**config.mk**
```make
export PLATFORM = sky130hd
export DESIGN_NAME = spi_write_controller
export DESIGN_NICKNAME = d
export VERILOG_FILES = /design/src/rtl/spi_pkg.sv /design/src/rtl/spi_write_controller.sv
export SDC_FILE = /design/constraint.sdc
export NUM_CORES = 1
export LEC_CHECK = 0
export BUFFER_PORTS_ARGS = -buffer_cell sky130_fd_sc_hd__buf_2
export CORE_MARGIN = 1
export CORE_UTILIZATION = 50
export DETAILED_ROUTE_END_ITERATION = 8
export GPL_TIMING_DRIVEN = 0
export PLACE_DENSITY = 0.72
export SYNTH_ARGS = -nofsm -noshare
export SYNTH_HDL_FRONTEND = slang
export SYNTH_SLANG_ARGS = --single-unit
```
**constraint.sdc**
```tcl
create_clock -name clk -period 2 [get_ports clk]
set_clock_uncertainty 0.15 [all_clocks]
set_input_delay 0.2 -clock clk [delete_from_list [all_inputs] [get_ports clk]]
set_output_delay 0.2 -clock clk [all_outputs]
set_load 0.01 [all_outputs]
```
**src/rtl/spi_pkg.sv**
```systemverilog
// Shared definitions for the SPI write controller and the 5-register peripheral it drives.
package spi_pkg;

  localparam int FRAME_W  = 16;
  localparam int ADDR_W   = 7;
  localparam int DATA_W   = 8;
  localparam int RW_BIT   = 15;
  localparam int ADDR_MSB = 14;
  localparam int ADDR_LSB = 8;
  localparam int NUM_REGS = 5;

  typedef enum logic [2:0] {
    ST_IDLE  = 3'd0,
    ST_SETUP = 3'd1,
    ST_LOW   = 3'd2,
    ST_HIGH  = 3'd3,
    ST_HOLD  = 3'd4,
    ST_GAP   = 3'd5
  } spi_state_e;

  function automatic int max2(input int a, input int b);
    return (a > b) ? a : b;
  endfunction

endpackage

```
**src/rtl/spi_write_controller.sv**
```systemverilog
// SPI mode-0 master emitting 16-bit {rw, addr, data} write frames MSB-first.
// All SPI pins come straight from flops; ready/busy decode from the state.
module spi_write_controller
  import spi_pkg::*;
#(
  parameter int HALF_PERIOD = 4,
  parameter int CS_SETUP    = 2,
  parameter int CS_HOLD     = 2,
  parameter int CS_GAP      = 4
) (
  input  logic              clk,
  input  logic              rst_n,
  input  logic              cmd_valid,
  output logic              cmd_ready,
  input  logic              cmd_rw,
  input  logic [ADDR_W-1:0] cmd_addr,
  input  logic [DATA_W-1:0] cmd_data,
  output logic              busy,
  output logic              done,
  output logic              sclk,
  output logic              copi,
  output logic              ncs
);

  localparam int PH_MAX = max2(max2(HALF_PERIOD, CS_SETUP), max2(CS_HOLD, CS_GAP)) - 1;
  localparam int PH_W   = (PH_MAX < 1) ? 1 : $clog2(PH_MAX + 1);

  localparam logic [PH_W-1:0] SETUP_LAST = PH_W'(CS_SETUP - 1);
  localparam logic [PH_W-1:0] HALF_LAST  = PH_W'(HALF_PERIOD - 1);
  localparam logic [PH_W-1:0] HOLD_LAST  = PH_W'(CS_HOLD - 1);
  // The IDLE cycle that precedes the next acceptance completes the gap,
  // so ncs stays high exactly CS_GAP cycles between back-to-back frames.
  localparam logic [PH_W-1:0] GAP_LAST   = PH_W'(CS_GAP - 2);

  spi_state_e            state;
  logic [PH_W-1:0]       ph_cnt;
  logic [3:0]            bit_cnt;
  // Bit 15 goes straight to copi on acceptance; only the remaining 15 bits are held.
  logic [FRAME_W-2:0]    sreg;
  logic                  ph_last;

  assign cmd_ready = (state == ST_IDLE);
  assign busy      = (state != ST_IDLE);

  always_comb begin
    ph_last = 1'b0;
    case (state)
      ST_SETUP: ph_last = (ph_cnt == SETUP_LAST);
      ST_LOW:   ph_last = (ph_cnt == HALF_LAST);
      ST_HIGH:  ph_last = (ph_cnt == HALF_LAST);
      ST_HOLD:  ph_last = (ph_cnt == HOLD_LAST);
      ST_GAP:   ph_last = (ph_cnt == GAP_LAST);
      default:  ph_last = 1'b0;
    endcase
  end

  always_ff @(posedge clk or negedge rst_n) begin
    if (!rst_n) begin
      state   <= ST_IDLE;
      ph_cnt  <= '0;
      bit_cnt <= '0;
      sreg    <= '0;
      sclk    <= 1'b0;
      copi    <= 1'b0;
      ncs     <= 1'b1;
      done    <= 1'b0;
    end else begin
      done <= 1'b0;

      // Every state exit coincides with ph_last, so this reloads on each change.
      if (state == ST_IDLE || ph_last) ph_cnt <= '0;
      else                             ph_cnt <= ph_cnt + 1'b1;

      case (state)
        ST_IDLE: begin
          if (cmd_valid) begin
            sreg  <= {cmd_addr, cmd_data};
            copi  <= cmd_rw;
            ncs   <= 1'b0;
            state <= ST_SETUP;
          end
        end
        ST_SETUP: begin
          if (ph_last) state <= ST_LOW;
        end
        ST_LOW: begin
          if (ph_last) begin
            sclk  <= 1'b1;
            state <= ST_HIGH;
          end
        end
        ST_HIGH: begin
          if (ph_last) begin
            sclk    <= 1'b0;
            bit_cnt <= bit_cnt + 1'b1;
            if (bit_cnt != 4'd15) begin
              copi  <= sreg[FRAME_W-2];
              sreg  <= {sreg[FRAME_W-3:0], 1'b0};
              state <= ST_LOW;
            end else begin
              state <= ST_HOLD;
            end
          end
        end
        ST_HOLD: begin
          if (ph_last) begin
            ncs   <= 1'b1;
            copi  <= 1'b0;
            done  <= 1'b1;
            state <= ST_GAP;
          end
        end
        ST_GAP: begin
          if (ph_last) state <= ST_IDLE;
        end
        default: state <= ST_IDLE;
      endcase
    end
  end

endmodule
```
---- Word level (Yosys, flattened, before mapping) ----
Cells that the tools add are included.
word-level totals
  output and inout bits ................... 6
  bits of input ports ..................... 19
  logic and storage cells ................. 66
  flip-flop bits (word level) ............. 28
operators by class
  multiplexer cells ....................... 25
  reductions and logical operators ........ 15
  add/subtract/negate cells ............... 2
  equality and inequality tests ........... 16
operators with widths
  operator               count
  $mux W15               3
  $pmux W15 S2           1
  $mux W3                7
  $pmux W3 S6            1
  $ne A2 B2 Y1 const B   7
  $mux W1                8
  $eq A3 B2 Y1 const B   2
  $eq A3 B3 Y1 const B   2
  $pmux W1 S3            2
  $reduce_and A3 Y1      2
  $reduce_and A6 Y1      1
  $reduce_bool A2 Y1     3
  $reduce_bool A3 Y1     2
  $reduce_and A5 Y1      1
  $add A4 B1 Y4 const B  1
  $eq A2 B2 Y1 const B   2
  $ne A4 B4 Y1 const B   1
  $pmux W1 S2            2
  $reduce_and A4 Y1      1
  $reduce_or A2 Y1       2
  $eq A3 B1 Y1 const B   1
  $logic_not A3 Y1       1
  $add A2 B1 Y2 const B  1
  $eq A2 B1 Y1 const B   1
  other kinds (3)        3

---- Depth between registers and ports, before layout ----
  word-level depth ........................ 5
  mapped depth ............................ 7
  depth with buffers taken out ............ 5

---- Worst setup path before layout ----
No wires, ideal clock.
  kind .................................... reg-to-reg
  start point ............................. register state[0]
  end point ............................... register sreg[10]
  data required time ...................... 1.725 ns
  buffers on the path ..................... 2
  library setup time ...................... 0.125 ns
  period minus slack after synthesis ...... 1.817 ns
  arrival ................................. 1.542 ns
  path slack .............................. 0.183 ns
  stages on the path, launching flop included .. 7
  path through ............................ dfrtp_1 buf_2 nor4b_2 a21oi_4 nor2_4 buf_6 mux2_4
between the ends
  cells in the longest elaborated chain, start to end .. 5
  elaborated cells between the ends (all ways) .. 15
  classes of those cells .................. 8 x eq/ne; 2 x mux; 5 x reduce/logical
RTL lines
  item                                        line                        text
  start, declared                             spi_write_controller.sv:35  spi_state_e state;
  start signal, assigned                      spi_write_controller.sv:59  state <= ST_IDLE;
  start signal, assigned                      spi_write_controller.sv:80  state <= ST_SETUP;
  start signal, assigned                      spi_write_controller.sv:84  if (ph_last) state <= ST_LOW;
  $eq A3 B3 Y1, or another cell as far along  spi_write_controller.sv:47  case (state)
  $reduce_or A2 Y1 (no line)                  n/a
  $pmux W1 S3                                 spi_write_controller.sv:47
  $ne A2 B2 Y1 (no line)                      n/a
  $reduce_and A4 Y1 (no line)                 n/a
  end signal, assigned                        spi_write_controller.sv:77  sreg <= {cmd_addr, cmd_data};
  end signal, assigned                        spi_write_controller.sv:98  sreg <= {sreg[FRAME_W-3:0], 1'b0};
  end, declared                               spi_write_controller.sv:39  logic [FRAME_W-2:0] sreg;
Parallel ways exist; a longest one is shown, timed or not.
A chain may end at the register's enable or synchronous reset.

---- Worst setup path after layout ----
  start point ............................. register state[1]
  end point ............................... output port cmd_ready
between the ends
  cells in the longest elaborated chain, start to end .. 1
RTL lines
  item              line                        text
  $logic_not A3 Y1  spi_write_controller.sv:42  assign cmd_ready = (state == ST_IDLE);
  end, declared     spi_write_controller.sv:14  output logic cmd_ready,
No other way between the ends.

==> results.txt <==
Outcome: finished with violations
Failing checks: design-rule violations
Net Switching: 190 uW
Total GRT Usage: 0.199
Initial antenna violation count: 0
Fin area: 1790 um2
Max Freq: 526 MHz
FF-to-FF setup slack: 0.1 ns
Iter 0 DRT Violations: 40
Placed cell area: 1690 um2
Die X: 57.3 um
Slew @ Worst Pin: 0.616 ns
Syn nets: 179
Antenna fix cells: 0
Register area share after synthesis: 0.459
Min Hold Slack: 0.0308 ns
Setup-failing EPs final: 0
Crit-path max FO: 10
Final Hold Vio Count: 0
Max-cap violations: 0
Syn. warnings: 0
Critical path arrival: 1.55 ns
Clock transition at path regs: 0.14 ns
RSZ-0062 raised after global routing: no
Vias: 1199
Starting density of the core: 0.540
Tcrit/Tclk final: 0.951
DR DRC count: 1
Slowest cell on crit path: dfrtp_2
Dpl hpwl: 2.00 mm
Yosys cell types: 35
Worst Path Class, Setup: flop to output pin
Placed Instances: 214
TritonCTS Sinks: 28
Number of global-route vias before repair: 1197
Ranking of synthesized cells by area: dfrtp_1, nand2_1, mux2_4
IO Pins: 25
Synthesized flop and latch total: 28
Layout cell share with drive strength beyond 1: 0.309
Mapped cell area: 1530 um2
Crit-path max cell delay: 0.48 ns
Crit path from: state[1]$_DFFE_PN0P_
First-pass iteration count of the detailed router: 6
Synth top area share: 0.442
CP Cell Sequence: buf_2, or3_1, inv_1, buf_2
Fin util: 0.632
Reg-to-reg critical path endpoint: copi$_DFFE_PN0P_
Vias per cell: 5.40
Hold Crit Class: input port to flop
Die area: 3280 um2
Most used cell along the critical path: buf_2
FF-to-FF Start: state[2]$_DFFE_PN0P_
CTS H-tree lvls: 1
TritonCTS clock tree: yes
Sw Share: 0.217
Normalized max-slew margin: 0.589
Clk pwr share: 0.267
Pint: 688 uW
NumNets Final: 212
Comb power frac: 0.068
GPL Wtd Cong: 0.798
Global-route wire length before repair: 5.13 mm
Post-Synthesis Cells: 159
Commonest non-fill, non-tap cell in the layout: nand2_1
Crit path to: cmd_ready
IR drop worst, VDD: 328 uV
Post-Layout Cell Count: 222
WL per Instance: 13.5 um
Crit path time final: 1.90 ns
Mapped Avg Cell Area: 9.61 um2
Max-slew violations: 0
GRT overflow: 0
Core outline area: 2830 um2
Largest net degree at the start of global routing: 29
Final TNS setup: 0 ns
Most frequent cells in the layout: nand2_1, buf_2, dfrtp_1
CTS root buffer: clkbuf_4
CTS buffer count: 3
Critical Path RT: 1.65 ns
Sequential share of power: 0.665
R2R cell count: 5
CTS Buffer Depth: 2
CP endpoint kind: output pin
Die height: 57.3 um
Final ANT Viol Nets: 0
Crit start category: flop
Clock Latency Late Sink: 0.32 ns
Leak: 0.944 nW
Port bufs: 24
Power Dens Cells: 491 nW/um2
Post-synth top area cell: dfrtp_1
FP Rows: 19
Synth-to-Final Area Change: 17.0%
Routed Wire Length: 2.99 mm
[registers in the layout, summed over array words and instances, names as in the netlist]
signal   flops
bit_cnt      4
copi         1
done         1
ncs          1
ph_cnt       2
sclk         1
sreg        15
state        3
[synth_stat cells]
cell and n:
o221ai_1 1, nand2_1 50, mux2_1 6, a211oi_1 2
nand3b_1 1, nand3_1 2, and3b_1 1, nor2b_1 3
nor4b_2 1, dfstp_2 1, or3_1 2, nor2_1 7
xnor2_1 1, nor2_4 1, ha_1 1, buf_1 1
inv_1 4, clkbuf_1 4, o31ai_1 1, and3_1 1
o21ai_0 6, xor2_1 2, or2b_1 1, mux2_4 10
nand2b_1 3, buf_2 4, a21oi_4 1, a21oi_1 6
buf_6 1, a21oi_2 1, mux2i_1 2, o22ai_1 2
o32ai_2 1, a221oi_1 1, dfrtp_1 27
[layout make-up]
| class | count | area (um2) |
|---|---|---|
| Tap cell | 31 | 38.8 |
| Multi-Input combinational cell | 117 | 777 |
| Clock buffer | 4 | 26.3 |
| Inverter | 4 | 15.0 |
| Sequential cell | 28 | 707 |
| Fill cell | 251 | 1040 |
| Buffer | 9 | 61.3 |
| Timing Repair Buffer | 29 | 163 |
[power groups by stage]
stage               sequential (mW)  combinational [mW]  clock [mW]
floorplan                     0.593              0.0232           0
global placement              0.594              0.0559           0
detailed placement            0.594              0.0569           0
CTS                           0.584              0.0603       0.248
global route                  0.585              0.0681       0.268
finish                        0.584              0.0597       0.235
[how the worst min path moves through the flow]
stage / start / to / slack, ns / cells after the start
CTS: cmd_data[4] / sreg[4]$_DFFE_PN0P_ / 0.02 / 4
detailed placement: rst_n / sreg[2]$_DFFE_PN0P_ / 0.11 / 1
finish: cmd_data[4] / sreg[4]$_DFFE_PN0P_ / 0.03 / 4
floorplan: rst_n / bit_cnt[0]$_DFFE_PN0P_ / -0.25 / 0
global route: cmd_data[4] / sreg[4]$_DFFE_PN0P_ / 0.02 / 4
global placement: rst_n / ph_cnt[0]$_DFF_PN0_ / 0.1 / 1
[what timing repair did]
action / in CTS / in global routing
hold buffers: 2 / 0
buffers inserted: 0 / 3
endpoints found under the setup margin: 1 / 13
pin swaps: 0 / 2
gates resized for setup: 2 / 17
hold endpoints to repair: 28 / 0
[through the flow]
stage	worst slack [ns]	power, mW
after floorplan	0.183	0.616
after CTS	0.0135	0.892
after detailed placement	0.0413	0.651
final	0.0980	0.878
after global routing	0.00246	0.921
after global placement	0.0894	0.649
[cells by family (layout without fill, tap and decap cells)]
kind of cell	after synthesis	in the layout	share of synthesized area
muxes	18	18	0.156
buffers and inverters	14	46	0.0426
DFF	28	28	0.459
and+or+nand+nor	73	73	0.216
xor gates and xnor gates	3	3	0.0172
adders and majority gates	1	1	0.00819
AOI/OAI and AO/OA	22	22	0.101
[layer usage]
layer,vias up,global-route usage,share of wire
li1,595,-,-
met1,571,0.264,0.46
met2,29,0.339,0.50
met3,4,0.0272,0.036
met4,0,0.0627,0.0064
met5,-,0,0
[worst max-delay path, delay by kind of cell, from the launching register on]
kind	cells	cell delay, ns
flops	1	0.48
buf+inv	3	0.38
simple gates	1	0.37
No activity file was read; power rests on OpenSTA's default activity.
